### src/rtl/pic8259a_pkg.sv
// Shared definitions for the 8259A acknowledge/in-service blocks: sequence
// states, the CALL opcode and one-hot/level conversion helpers.
package pic8259a_pkg;

    typedef enum logic [1:0] {
        ST_IDLE = 2'd0,
        ST_ACK1 = 2'd1,
        ST_ACK2 = 2'd2,
        ST_ACK3 = 2'd3
    } ack_state_t;

    localparam logic [7:0] CALL_OPCODE    = 8'hCD;
    localparam logic [7:0] SPURIOUS_LEVEL = 8'h80;

    function automatic logic [7:0] num2bit(input logic [2:0] num);
        return 8'b0000_0001 << num;
    endfunction

    // Lowest set bit wins if the input is not strictly one-hot.
    function automatic logic [2:0] bit2num(input logic [7:0] onehot);
        logic [2:0] num;
        num = 3'd0;
        for (int i = 7; i >= 0; i--) begin
            if (onehot[i]) begin
                num = 3'(i);
            end
        end
        return num;
    endfunction

endpackage

### src/rtl/eoi_decoder_8259a.sv
// Maps an EOI command (specific or non-specific) to the ISR clear mask and the
// resulting lowest-priority level when rotation is requested.
module eoi_decoder_8259a
    import pic8259a_pkg::*;
(
    input  logic       eoi_specific,
    input  logic [2:0] eoi_level,
    input  logic       eoi_rotate,
    input  logic [7:0] highest_level_in_service,
    output logic [7:0] eoi_mask,
    output logic       rotate_valid,
    output logic [2:0] rotate_level
);

    always_comb begin
        eoi_mask     = eoi_specific ? num2bit(eoi_level) : highest_level_in_service;
        rotate_valid = eoi_rotate & (|eoi_mask);
        rotate_level = bit2num(eoi_mask);
    end

endmodule

### src/rtl/interrupt_ack_control_8259a.sv
// INTA sequencer for the 8259A: raises INT, latches the winning level into the
// ISR, drives CALL/vector bytes and issues automatic and commanded EOIs.
module interrupt_ack_control_8259a
    import pic8259a_pkg::*;
(
    input  logic        clock,
    input  logic        reset,
    input  logic        interrupt_acknowledge_n,
    input  logic        u8086_mode,
    input  logic        call_address_interval_4,
    input  logic        auto_eoi_config,
    input  logic        rotate_on_aeoi,
    input  logic [15:0] vector_base,
    input  logic        interrupt_pending,
    input  logic [7:0]  interrupt,
    input  logic [7:0]  highest_level_in_service,
    input  logic        eoi_command,
    input  logic        eoi_specific,
    input  logic [2:0]  eoi_level,
    input  logic        eoi_rotate,
    output logic        interrupt_to_cpu,
    output logic        latch_in_service,
    output logic [7:0]  in_service_set,
    output logic [7:0]  clear_interrupt_request,
    output logic [7:0]  end_of_interrupt,
    output logic [2:0]  priority_rotate,
    output logic [7:0]  data_bus_out,
    output logic        data_bus_enable
);

    ack_state_t  state_q, state_d;
    logic        inta_prev_q;
    logic        int_q, int_d;
    logic        latch_q, latch_d;
    logic [7:0]  isset_q, isset_d;
    logic [7:0]  clear_q, clear_d;
    logic [7:0]  eoi_q, eoi_d;
    logic [2:0]  rot_q, rot_d;
    logic [7:0]  data_q, data_d;
    logic        dbe_q, dbe_d;
    logic        spur_q, spur_d;
    logic        mode8086_q, mode8086_d;
    logic        int4_q, int4_d;
    logic        aeoi_q, aeoi_d;
    logic        rot_aeoi_q, rot_aeoi_d;

    logic        inta_fall, inta_rise;
    logic        aeoi_fire;
    logic [2:0]  level;
    logic [7:0]  vector_byte;
    logic [7:0]  dec_mask;
    logic        dec_rot_valid;
    logic [2:0]  dec_rot_level;

    // Low vector bits are not part of any acknowledge byte.
    logic        unused_vector_bits;
    assign unused_vector_bits = ^vector_base[2:0];

    assign inta_fall = inta_prev_q & ~interrupt_acknowledge_n;
    assign inta_rise = ~inta_prev_q & interrupt_acknowledge_n;
    assign level     = bit2num(isset_q);

    eoi_decoder_8259a u_eoi_decoder (
        .eoi_specific             (eoi_specific),
        .eoi_level                (eoi_level),
        .eoi_rotate               (eoi_rotate),
        .highest_level_in_service (highest_level_in_service),
        .eoi_mask                 (dec_mask),
        .rotate_valid             (dec_rot_valid),
        .rotate_level             (dec_rot_level)
    );

    always_comb begin
        if (mode8086_q) begin
            vector_byte = {vector_base[7:3], level};
        end else if (int4_q) begin
            vector_byte = {vector_base[7:5], level, 2'b00};
        end else begin
            vector_byte = {vector_base[7:6], level, 3'b000};
        end
    end

    always_comb begin
        state_d    = state_q;
        int_d      = int_q;
        latch_d    = 1'b0;
        isset_d    = isset_q;
        clear_d    = 8'h00;
        rot_d      = rot_q;
        data_d     = data_q;
        dbe_d      = dbe_q;
        spur_d     = spur_q;
        mode8086_d = mode8086_q;
        int4_d     = int4_q;
        aeoi_d     = aeoi_q;
        rot_aeoi_d = rot_aeoi_q;
        aeoi_fire  = 1'b0;

        unique case (state_q)
            ST_IDLE: begin
                int_d = interrupt_pending;
                if (inta_fall) begin
                    isset_d    = interrupt_pending ? interrupt : SPURIOUS_LEVEL;
                    spur_d     = ~interrupt_pending;
                    latch_d    = interrupt_pending;
                    clear_d    = interrupt_pending ? interrupt : 8'h00;
                    int_d      = 1'b0;
                    mode8086_d = u8086_mode;
                    int4_d     = call_address_interval_4;
                    aeoi_d     = auto_eoi_config;
                    rot_aeoi_d = rotate_on_aeoi;
                    dbe_d      = ~u8086_mode;
                    data_d     = u8086_mode ? 8'h00 : CALL_OPCODE;
                    state_d    = ST_ACK1;
                end
            end
            ST_ACK1: begin
                int_d = 1'b0;
                if (inta_rise) begin
                    dbe_d   = 1'b0;
                    data_d  = 8'h00;
                    state_d = ST_ACK2;
                end
            end
            ST_ACK2: begin
                int_d = 1'b0;
                if (inta_fall) begin
                    dbe_d  = 1'b1;
                    data_d = vector_byte;
                end
                if (inta_rise) begin
                    dbe_d  = 1'b0;
                    data_d = 8'h00;
                    if (mode8086_q) begin
                        aeoi_fire = aeoi_q & ~spur_q;
                        state_d   = ST_IDLE;
                    end else begin
                        state_d = ST_ACK3;
                    end
                end
            end
            ST_ACK3: begin
                int_d = 1'b0;
                if (inta_fall) begin
                    dbe_d  = 1'b1;
                    data_d = vector_base[15:8];
                end
                if (inta_rise) begin
                    dbe_d     = 1'b0;
                    data_d    = 8'h00;
                    aeoi_fire = aeoi_q & ~spur_q;
                    state_d   = ST_IDLE;
                end
            end
            default: state_d = ST_IDLE;
        endcase

        eoi_d = (aeoi_fire ? isset_q : 8'h00) | (eoi_command ? dec_mask : 8'h00);

        // A commanded rotate takes precedence over the automatic one.
        if (eoi_command && dec_rot_valid) begin
            rot_d = dec_rot_level;
        end else if (aeoi_fire && rot_aeoi_q) begin
            rot_d = level;
        end
    end

    always_ff @(posedge clock) begin
        if (reset) begin
            state_q     <= ST_IDLE;
            inta_prev_q <= 1'b1;
            int_q       <= 1'b0;
            latch_q     <= 1'b0;
            isset_q     <= 8'h00;
            clear_q     <= 8'h00;
            eoi_q       <= 8'h00;
            rot_q       <= 3'd7;
            data_q      <= 8'h00;
            dbe_q       <= 1'b0;
            spur_q      <= 1'b0;
            mode8086_q  <= 1'b0;
            int4_q      <= 1'b0;
            aeoi_q      <= 1'b0;
            rot_aeoi_q  <= 1'b0;
        end else begin
            state_q     <= state_d;
            inta_prev_q <= interrupt_acknowledge_n;
            int_q       <= int_d;
            latch_q     <= latch_d;
            isset_q     <= isset_d;
            clear_q     <= clear_d;
            eoi_q       <= eoi_d;
            rot_q       <= rot_d;
            data_q      <= data_d;
            dbe_q       <= dbe_d;
            spur_q      <= spur_d;
            mode8086_q  <= mode8086_d;
            int4_q      <= int4_d;
            aeoi_q      <= aeoi_d;
            rot_aeoi_q  <= rot_aeoi_d;
        end
    end

    assign interrupt_to_cpu        = int_q;
    assign latch_in_service        = latch_q;
    assign in_service_set          = isset_q;
    assign clear_interrupt_request = clear_q;
    assign end_of_interrupt        = eoi_q;
    assign priority_rotate         = rot_q;
    assign data_bus_out            = data_q;
    assign data_bus_enable         = dbe_q;

endmodule
### config.mk
export PLATFORM = sky130hd
export DESIGN_NAME = interrupt_ack_control_8259a
export DESIGN_NICKNAME = d
export VERILOG_FILES = /design/src/rtl/pic8259a_pkg.sv /design/src/rtl/eoi_decoder_8259a.sv /design/src/rtl/interrupt_ack_control_8259a.sv
export SDC_FILE = /design/constraint.sdc
export NUM_CORES = 1
export LEC_CHECK = 0
export ABC_AREA = 1
export BUFFER_PORTS_ARGS = -buffer_cell sky130_fd_sc_hd__buf_2
export CORE_MARGIN = 2
export CORE_UTILIZATION = 25
export DETAILED_ROUTE_END_ITERATION = 12
export MAX_ROUTING_LAYER = met4
export PLACE_DENSITY = 0.47
export REMOVE_ABC_BUFFERS = 1
export SLEW_MARGIN = 20
export SYNTH_ARGS = -nofsm -noshare
export SYNTH_HDL_FRONTEND = slang
export SYNTH_SLANG_ARGS = --single-unit
export TNS_END_PERCENT = 30
### constraint.sdc
create_clock -name clock -period 4.4 [get_ports clock]
set_input_delay 0.88 -clock clock [delete_from_list [all_inputs] [get_ports clock]]
set_output_delay 0.88 -clock clock [all_outputs]
set_load 0.02 [all_outputs]
==> summary.txt, run 1 <==
Status -> finished, final reports clean
Setup ws final -> 2180 ps
Grt ovf -> 0
Critical Path Max Stage Delay -> 330 ps
Clock root buffer -> clkbuf_8
IO buf count -> 80
Hold Path Class -> flop to flop
Largest net degree at the start of global routing -> 26
GP Congestion -> 0.778
Max cap viols -> 0
Worst Path Buf+Inv -> 4
Hold depth -> 2
Arr. time, crit path -> 2430 ps
Row cnt -> 33
Sequential Area -> 921 um2
Mapped cell area -> 2120 um2
Antenna fix cells -> 0
Slew Viols, Final -> 0
Min Tclk post-route -> 2220 ps
Critical path's top delay family -> simple AND/OR/NAND/NOR gates
Share of cells above drive strength 1 -> 27.9%
WP data required -> 4610 ps
Reg2reg end -> in_service_set[0]
Clock Skews -> 8.75 ps
TritonCTS clock tree -> built
Critical path class -> primary input to flop
Total Nets Final -> 424
Rel. slew slack -> 49.3%
Final hold vios -> 0
First-pass GRT wire length -> 9250 um
CTS Hold Bufs -> 0
Peak Freq -> 0.450 GHz
DPL Wire Length -> 4530 um
Critical Path, Cell by Cell -> buf_2 -> inv_1 -> ha_1 -> inv_1 -> nor2_4 -> inv_2 -> nor2_4 -> nand2_2 -> o32ai_1
Pwr/cell area -> 356 nW/um2
Setup TNS -> 0 ps
Clock share of power -> 27.9%
Startpoint types -> primary input
Clk Latency, worst-skew pair -> 300 ps
Core box area -> 8220 um2
Post-CTS sizing -> 0
Initial antenna violation count -> 0
Comb pwr share -> 23.3%
Synth Instances -> 296
Switching pwr -> 0.310 mW
Post-synth top area share -> 43.5%
CTS H-tree depth -> 2
Synth Register Bits -> 46
Sequential Power Share -> 48.8%
Num CTS Buffers -> 5
Die area -> 9220 um2
CTS sink count -> 46
Area Growth Syn to Fin -> 27.4%
Internal power -> 0.651 mW
Worst-path clk slew -> 90 ps
Number of global-route vias before repair -> 1953
RR Startpoint -> inta_prev_q
Worst slack, placed -> 1860 ps
Hold path startpoint -> priority_rotate[1]
Area occupied by multi-input gates -> 991 um2
Residual DRC -> 0
Drt wl/cell -> 11.9 um
Max VDD drop -> 0.130 mV
Synth Warn # -> 0
DR vias -> 2125
Top Ports -> 84
Worst r2r path cells -> 7
Initial DRC Count -> 107
Hold Crit Endpoint -> priority_rotate[1]
Fillcell total -> 905
FF-to-FF setup slack -> 2600 ps
RSZ-0062 raised after global routing -> no
Sw Share -> 32.3%
Levels on crit path -> 9
Setup Fix Bufs, Post-CTS -> 0
Crit end category -> flop
First-pass DRT Iterations -> 4
Period utilization -> 50.5%
Synth cell types -> 28
Initial Utilization -> 25.7%
Syn_area_per_cell -> 7.15 um2
Die X -> 96.0 um
Total routed wirelength -> 5740 um
Vias per inst -> 4.41
Remaining antenna violation count -> 0
Sequential area share after synthesis -> 43.5%
Pleak -> 1.36 nW
Worst Tran Pin Value -> 759 ps
Synth area leaders -> dfxtp_1 (44%), nand2_1 (12%), nor2_1 (7.5%)
Longest Clk Path Bufs -> 2
Largest fanout on the critical path -> 16
Area leader, netlist -> dfxtp_1
# setup viols final -> 0
Total Routing Usage GR -> 13.2%
Die Y -> 96.0 um
Slowest CP cell -> nor2_4
==> through the flow <==
stage	instances	hold WS (ps)	util, %	instance area [um2]	power (mW)
after global placement	474	450	31.7	2600	0.704
after detailed placement	474	453	31.7	2600	0.706
after floorplan	289	450	-	2070	0.623
after CTS	482	477	32.8	2700	0.978
final	482	478	32.8	2700	0.961
after global routing	482	509	32.8	2700	1.02
==> cell type report <==
class	count	share of cell area [%]
Clock buffer	6	3.06
Sequential cell	46	34.2
Tap cell	105	4.87
Timing Repair Buffer	80	14.8
Clock inverter	2	0.464
Inverter	42	5.85
Multi-Input combinational cell	201	36.8
==> worst min-delay path, delay by kind of cell, from the launching register on <==
kind          cells  cell delay [ps]
flops             1              340
simple gates      2              110
==> power groups by stage <==
stage | Combinational [mW] | Sequential [mW] | Clock (mW)
2_1_floorplan | 0.115 | 0.508 | 0
3_3_place_gp | 0.225 | 0.479 | 0
3_5_place_dp | 0.226 | 0.479 | 0
4_1_cts | 0.227 | 0.470 | 0.282
5_1_grt | 0.255 | 0.475 | 0.295
6_report | 0.223 | 0.469 | 0.269
==> routing by layer <==
layer | part of all wire [%] | vias to the layer above | track usage, %
met1 | 47 | 955 | 17.3
li1 | - | 1126 | -
met5 | 0 | - | -
met3 | 4.1 | 4 | 2.19
met2 | 47 | 40 | 20.8
met4 | 1.1 | 0 | 3.93
==> cells in the mapped netlist <==
master and instances:
nand2_1 67, dfxtp_1 46, nor2_1 42, inv_1 38, o21ai_0 17, a21oi_1 15, nand3_1 12, o22ai_1 12
nor3_1 5, a221oi_1 4, buf_2 4, inv_2 4, nor2_4 4, a31oi_1 3, o21ai_2 3, a211oi_1 2
buf_6 2, ha_1 2, nand2_2 2, nand4_1 2, nor2_2 2, o31ai_1 2, clkbuf_1 1, nor3_2 1
o21ai_1 1, o21bai_1 1, o22ai_2 1, o32ai_1 1
==> how the worst max path moves through the flow <==
stage,endpoint,from
final,in_service_set[0],interrupt_acknowledge_n
after global routing,data_bus_out[3],interrupt_acknowledge_n
after detailed placement,data_bus_out[2],interrupt_acknowledge_n
after global placement,in_service_set[0],interrupt_acknowledge_n
after CTS,in_service_set[0],interrupt_acknowledge_n
after floorplan,data_bus_out[0],interrupt_acknowledge_n
==> placed cells by master (no fill, tap or decap), drive strengths merged <==
master,n
buf,80
nand2,69
nor2,48
dfxtp,46
inv,42
o21ai,21
a21oi,15
o22ai,13
nand3,12
clkbuf,6
nor3,6
a221oi,4
a31oi,3
a211oi,2
o31ai,2
nand4,2
ha,2
o21bai,1
o32ai,1
clkinv,1
clkinvlp,1
==> cell families after synthesis <==
family | Yosys count | synth area share, %
adders and majority gates | 2 | 1.18
buffers and inverters | 49 | 9.64
and+or+nand+nor | 137 | 27.7
AOI/OAI and AO/OA | 62 | 17.9
DFF | 46 | 43.5
==> sequential cells by signal, summed over array words and instances (netlist names), 2 cells and up <==
signal,count
clear_interrupt_request,8
end_of_interrupt,8
state_q,2
priority_rotate,3
data_bus_out,8
in_service_set,8
Power figures use the tool's default switching activity.
==> run 2, diff against run 1 <==
ABC_AREA = 0   (was 1)
PLACE_DENSITY = 0.46   (was 0.47)
clock period = 2.22 ns   (was 4.4 ns; I/O delays follow)
==> run 2 against run 1 <==
Design area up 5.9%; clock power up 140%; die area up 4.0%; largest cell class unchanged.
==> summary.txt, run 2 <==
Status -> finished, final reports clean
Post-Synth Simple-Gate Area -> 28.3%
FF-to-FF setup slack -> 400 ps
Setup Fix Bufs, Post-CTS -> 0
Post-synthesis compound-gate area fraction -> 22.3%
Post-synth top area share -> 41.8%
Initial antenna violation count -> 0
Drt wl/cell -> 14.3 um
DR vias -> 2188
Initial DRC Count -> 89
TritonCTS clock tree -> built
RR Startpoint -> inta_prev_q
Internal power -> 1.36 mW
Startpoint types -> flop
Initial Utilization -> 25.5%
Post-layout util -> 33.1%
Total Nets Final -> 399
Critical path class -> flop to flop
Adder-Cell Fraction of Synth Area -> 1.14%
Critical Path, Cell by Cell -> inv_1 -> ha_1 -> o21ai_2 -> nor4b_4 -> mux2_4 -> o21ai_2 -> nand2_1
Critical Path Max Stage Delay -> 400 ps
First-pass GRT wire length -> 10800 um
Worst Tran Pin Value -> 461 ps
Longest Clk Path Bufs -> 2
Setup TNS -> 0 ps
CTS sink count -> 46
Largest net degree at the start of global routing -> 20
Crit end category -> flop
Most instantiated cells after synthesis -> dfxtp_1 (46), nand2_1 (37), a21oi_1 (22), nor2_1 (22)
Row cnt -> 34
Leading cell type in the layout, fill and taps excluded -> buf_2
Area Growth Syn to Fin -> 29.6%
Area leader, netlist -> dfxtp_1
CTS H-tree depth -> 2
Sequential Power Share -> 47.6%
Slowest CP cell -> nor4b_4
Share of cells above drive strength 1 -> 31.0%
Pwr/cell area -> 667 nW/um2
Peak Freq -> 0.550 GHz
RSZ-0062 raised after global routing -> no
Total Routing Usage GR -> 14.4%
Worst-path clk slew -> 90 ps
CTS Hold Bufs -> 0
Synth Warn # -> 0
Num CTS Buffers -> 5
Clock root buffer -> clkbuf_8
Die X -> 97.9 um
Count leader, synth -> dfxtp_1
Total routed wirelength -> 6600 um
Sequential area share after synthesis -> 41.8%
Top cell by count, worst path -> o21ai_2
IO buf count -> 80
Largest fanout on the critical path -> 8
Top Ports -> 84
Synth area leaders -> dfxtp_1 (42%), nand2_1 (6.3%), a21oi_1 (5.0%)
Design Area, Final -> 2860 um2
Most frequent cells in the layout -> buf_2 (80), dfxtp_1 (46), nand2_1 (37), nor2_1 (22), a21oi_1 (22)
Synth Register Bits -> 46
Met2 Resource Use GR -> 21.9%
GP Congestion -> 0.752
Clk Latency, worst-skew pair -> 300 ps
Setup crit start -> inta_prev_q
Min Tclk post-route -> 1820 ps
Largest family of logic cells by synthesized area -> simple AND/OR/NAND/NOR gates
DPL Wire Length -> 4960 um
Period utilization -> 81.9%
Arr. time, crit path -> 2020 ps
Post-CTS sizing -> 0
GRT met3 Usage -> 3.22%
Pleak -> 1.23 nW
Max cap viols -> 0
Synth Flop Type -> dfxtp_1
Comb pwr share -> 19.0%
Switching pwr -> 0.547 mW
Residual DRC -> 0
Rel. slew slack -> 69.0%
Grt ovf -> 0
Core box area -> 8640 um2
Max VDD drop -> 0.205 mV
Synth cell types -> 54
Syn_area_per_cell -> 8.25 um2
Sw Share -> 28.8%
Clock Skews -> 8.62 ps
Async SR Flop Fraction -> 0%
Synth Instances -> 267
Remaining antenna violation count -> 0
Gr busiest metal -> met2
Number of flops mapped to enable cells by yosys -> 0
Hold path startpoint -> interrupt[2]
Antenna fix cells -> 0
Die Y -> 97.9 um
Placed Area -> 2750 um2
Mapped cell area -> 2200 um2
Clock share of power -> 33.3%
Final hold vios -> 0
Number of global-route vias before repair -> 2152
Slew Viols, Final -> 0
Fillcell total -> 974
Design Power -> 1.90 mW
WP data required -> 2420 ps
Mux share of post-synthesis cell area -> 2.16%
Die area -> 9580 um2
Met1 Usage GRT -> 19.1%
First-pass DRT Iterations -> 4
Hold Path Class -> primary input to flop
# setup viols final -> 0
XOR/XNOR share of the synthesized area -> 0%
Vias per inst -> 4.76
[run 2: changes by cell type in the layout (fill, tap and decap cells not counted), moves of 7 or more]
cell     before  now
nand2_1      67   37
o22ai_1      12    0
buf_4         0   10
and2_1        0   10
nor2_1       42   22
nor2b_1       0   15
a21oi_1      15   22
inv_1        38    6
[run 2: path summary, 6_finish.rpt]
kind                           endpoint  cells after the start
max                  priority_rotate[2]                      7
min          clear_interrupt_request[2]                      2
max reg2reg          priority_rotate[2]                      7
min reg2reg                      aeoi_q                      2
[run 2: critical path, delay by kind of cell (launching register included)]
| family | cells | cell delay (ps) |
|---|---|---|
| and+or+nand+nor | 2 | 450 |
| muxes | 1 | 340 |
| DFF | 1 | 320 |
| adders and majority gates | 1 | 300 |
| AOI/OAI and AO/OA | 2 | 260 |
| buffers and inverters | 1 | 50 |
[run 2: logic make-up (layout without fill, tap and decap cells)]
family                   Yosys count  in the layout
buffers and inverters             20            105
AND/OR/NAND/NOR                  120            120
multiplexers                       4              4
adder cells (fa/ha/maj)            2              2
flip-flops                        46             46
AO/OA/AOI/OAI                     75             75
[run 2: through the flow]
| step | hold slack, ps | instances | setup WS (ps) |
|---|---|---|---|
| finish | 356 | 460 | 402 |
| global route | 340 | 460 | 258 |
| CTS | 347 | 460 | 387 |
| detailed placement | 448 | 452 | 193 |
| global placement | 448 | 452 | 193 |
| floorplan | 430 | 254 | 438 |
[run 2: cell type report]
| class | instances | area (um2) | area share [%] |
|---|---|---|---|
| multi-input combinational | 201 | 1190 | 41.6 |
| tap | 108 | 135 | 4.73 |
| clock buffer | 6 | 72.6 | 2.54 |
| timing repair buffer | 90 | 475 | 16.6 |
| sequential | 46 | 921 | 32.2 |
| clock inverter | 2 | 37.5 | 1.31 |
| inverter | 7 | 26.3 | 0.920 |
[run 2: metal layers]
metal	share of wire, %	up-vias
li1	-	1124
met1	49	998
met3	4.9	6
met5	0	-
met2	45	60
met4	1.2	0
[run 2: power groups by stage]
stage / clock network [mW] / logic [mW] / registers [mW]
final: 0.635 / 0.362 / 0.907
after global routing: 0.702 / 0.406 / 0.916
after CTS: 0.659 / 0.367 / 0.908
after detailed placement: 0 / 0.366 / 0.927
after global placement: 0 / 0.364 / 0.926
after floorplan: 0 / 0.164 / 0.965
==> run 3, diff against run 2 <==
PLACE_DENSITY = 0.48   (was 0.46)
clock period = 1.5 ns   (was 2.22 ns; I/O delays follow)
==> run 3 against run 2 <==
Critical path type unchanged; the run now ends with setup timing left; critical endpoint unchanged; via count rose by 6.0%; largest cell class unchanged; utilization up 5.7 points; combinational power increased by 92%.
==> summary.txt, run 3 (same netlist as run 2, synthesis figures left out) <==
Critical path class -> flop to flop
Top Ports -> 84
Clock root buffer -> clkbuf_8
Initial antenna violation count -> 0
Largest net degree at the start of global routing -> 15
Row cnt -> 34
Die Y -> 97.9 um
Longest Clk Path Bufs -> 2
Peak Freq -> 0.639 GHz
RSZ-0062 raised after global routing -> yes
Status -> complete, but fails checks
Largest fanout on the critical path -> 4
Worst slack, placed -> -271 ps
Hold Path Class -> primary input to flop
Fin cells -> 503
Die X -> 97.9 um
Final hold vios -> 0
Worst r2r path cells -> 5
Core box area -> 8640 um2
Pleak -> 1.50 nW
Worst-path clk slew -> 90 ps
Drt wl/cell -> 13.7 um
Antenna fix cells -> 0
Residual DRC -> 0
Startpoint types -> flop
Remaining antenna violation count -> 0
Total Nets Final -> 442
Clk Latency, worst-skew pair -> 300 ps
Setup ws final -> -65.6 ps
Post-Place Cells -> 493
Period utilization -> 104%
Worst Tran Pin Value -> 462 ps
Failing checks -> setup timing
GP Congestion -> 0.791
CTS H-tree depth -> 2
Max cap viols -> 0
Initial Utilization -> 25.5%
Hold depth -> 2
Area Growth Syn to Fin -> 52.0%
Number of global-route vias before repair -> 2301
Crit end category -> flop
Arr. time, crit path -> 1770 ps
# setup viols final -> 4
Area occupied by multi-input gates -> 1300 um2
Share of cells above drive strength 1 -> 45.6%
Die area -> 9580 um2
Num CTS Buffers -> 5
Clock Skews -> 6.01 ps
First-pass GRT wire length -> 11400 um
Slew Viols, Final -> 0
CTS Hold Bufs -> 0
First-pass DRT Iterations -> 4
Post-layout util -> 38.8%
WP data required -> 1700 ps
Design Area, Final -> 3350 um2
Vias per inst -> 4.61
Grt ovf -> 0
Fillcell total -> 952
Sequential Area -> 927 um2
IO buf count -> 80
Total Routing Usage GR -> 14.8%
DPL Wire Length -> 5350 um
Max VDD drop -> 0.387 mV
Rel. slew slack -> 68.9%
CTS sink count -> 46
Min Tclk post-route -> 1570 ps
TritonCTS clock tree -> built
Leading cell type in the layout, fill and taps excluded -> buf_2
DR vias -> 2319
Total routed wirelength -> 6910 um
Most frequent cells in the layout -> buf_2 (80), buf_4 (51), dfxtp_1 (41), nand2_1 (37), a21oi_1 (21)
Placed Area -> 3070 um2
Initial DRC Count -> 56
Pwr/cell area -> 951 nW/um2
==> run 3: path summary, 6_finish.rpt <==
check	start	endpoint	slack, ps
max	in_service_set[6]	priority_rotate[2]	-70
max reg2reg	in_service_set[6]	priority_rotate[2]	-70
min	interrupt[5]	clear_interrupt_request[5]	220
min reg2reg	aeoi_q	aeoi_q	480
==> run 3: cell type report <==
type,instances,share of cell area [%]
clock buffers,6,2.47
clock inverters,2,1.79
inverters,7,0.785
multi-input cells,201,38.9
flip-flops and latches,46,27.7
well taps,108,4.04
repair buffers,133,24.3
==> run 3: per-layer routing <==
metal / up-vias / track usage [%] / wire length [um] / part of all wire, %
li1: 1205 / - / - / -
met1: 1057 / 19.7 / 3310 / 48
met2: 53 / 23.3 / 3250 / 47
met3: 4 / 2.93 / 293 / 4.2
met4: 0 / 2.99 / 44 / 0.64
met5: - / - / 0 / 0
==> run 3: metrics by stage <==
step | power [mW] | hold WS (ps) | TNS [ps]
floorplan | 1.67 | 369 | -847
global placement | 2.01 | 459 | -1900
detailed placement | 2.02 | 458 | -2300
CTS | 3.18 | 219 | -124
global route | 3.33 | 206 | -834
finish | 3.18 | 220 | -118
==> run 3: critical path: stages (launching register included) <==
cell     delay [ps]
dfxtp_2         340
or4_4           550
and3_4          170
mux2_4          250
o21ai_2         100
nand2_1          50
==> run 3: power by group <==
part / internal [mW] / switching [mW] / total, mW
clock network: 0.711 / 0.443 / 1.15
logic: 0.329 / 0.366 / 0.696
registers: 1.29 / 0.0458 / 1.33
total: 2.33 / 0.855 / 3.18
==> run 3: repair_timing <==
action,CTS,global route
pin swaps,6,4
endpoints found under the hold margin,0,0
gates resized for setup,17,15
endpoints found under the setup margin,11,15
buffers inserted,1,2
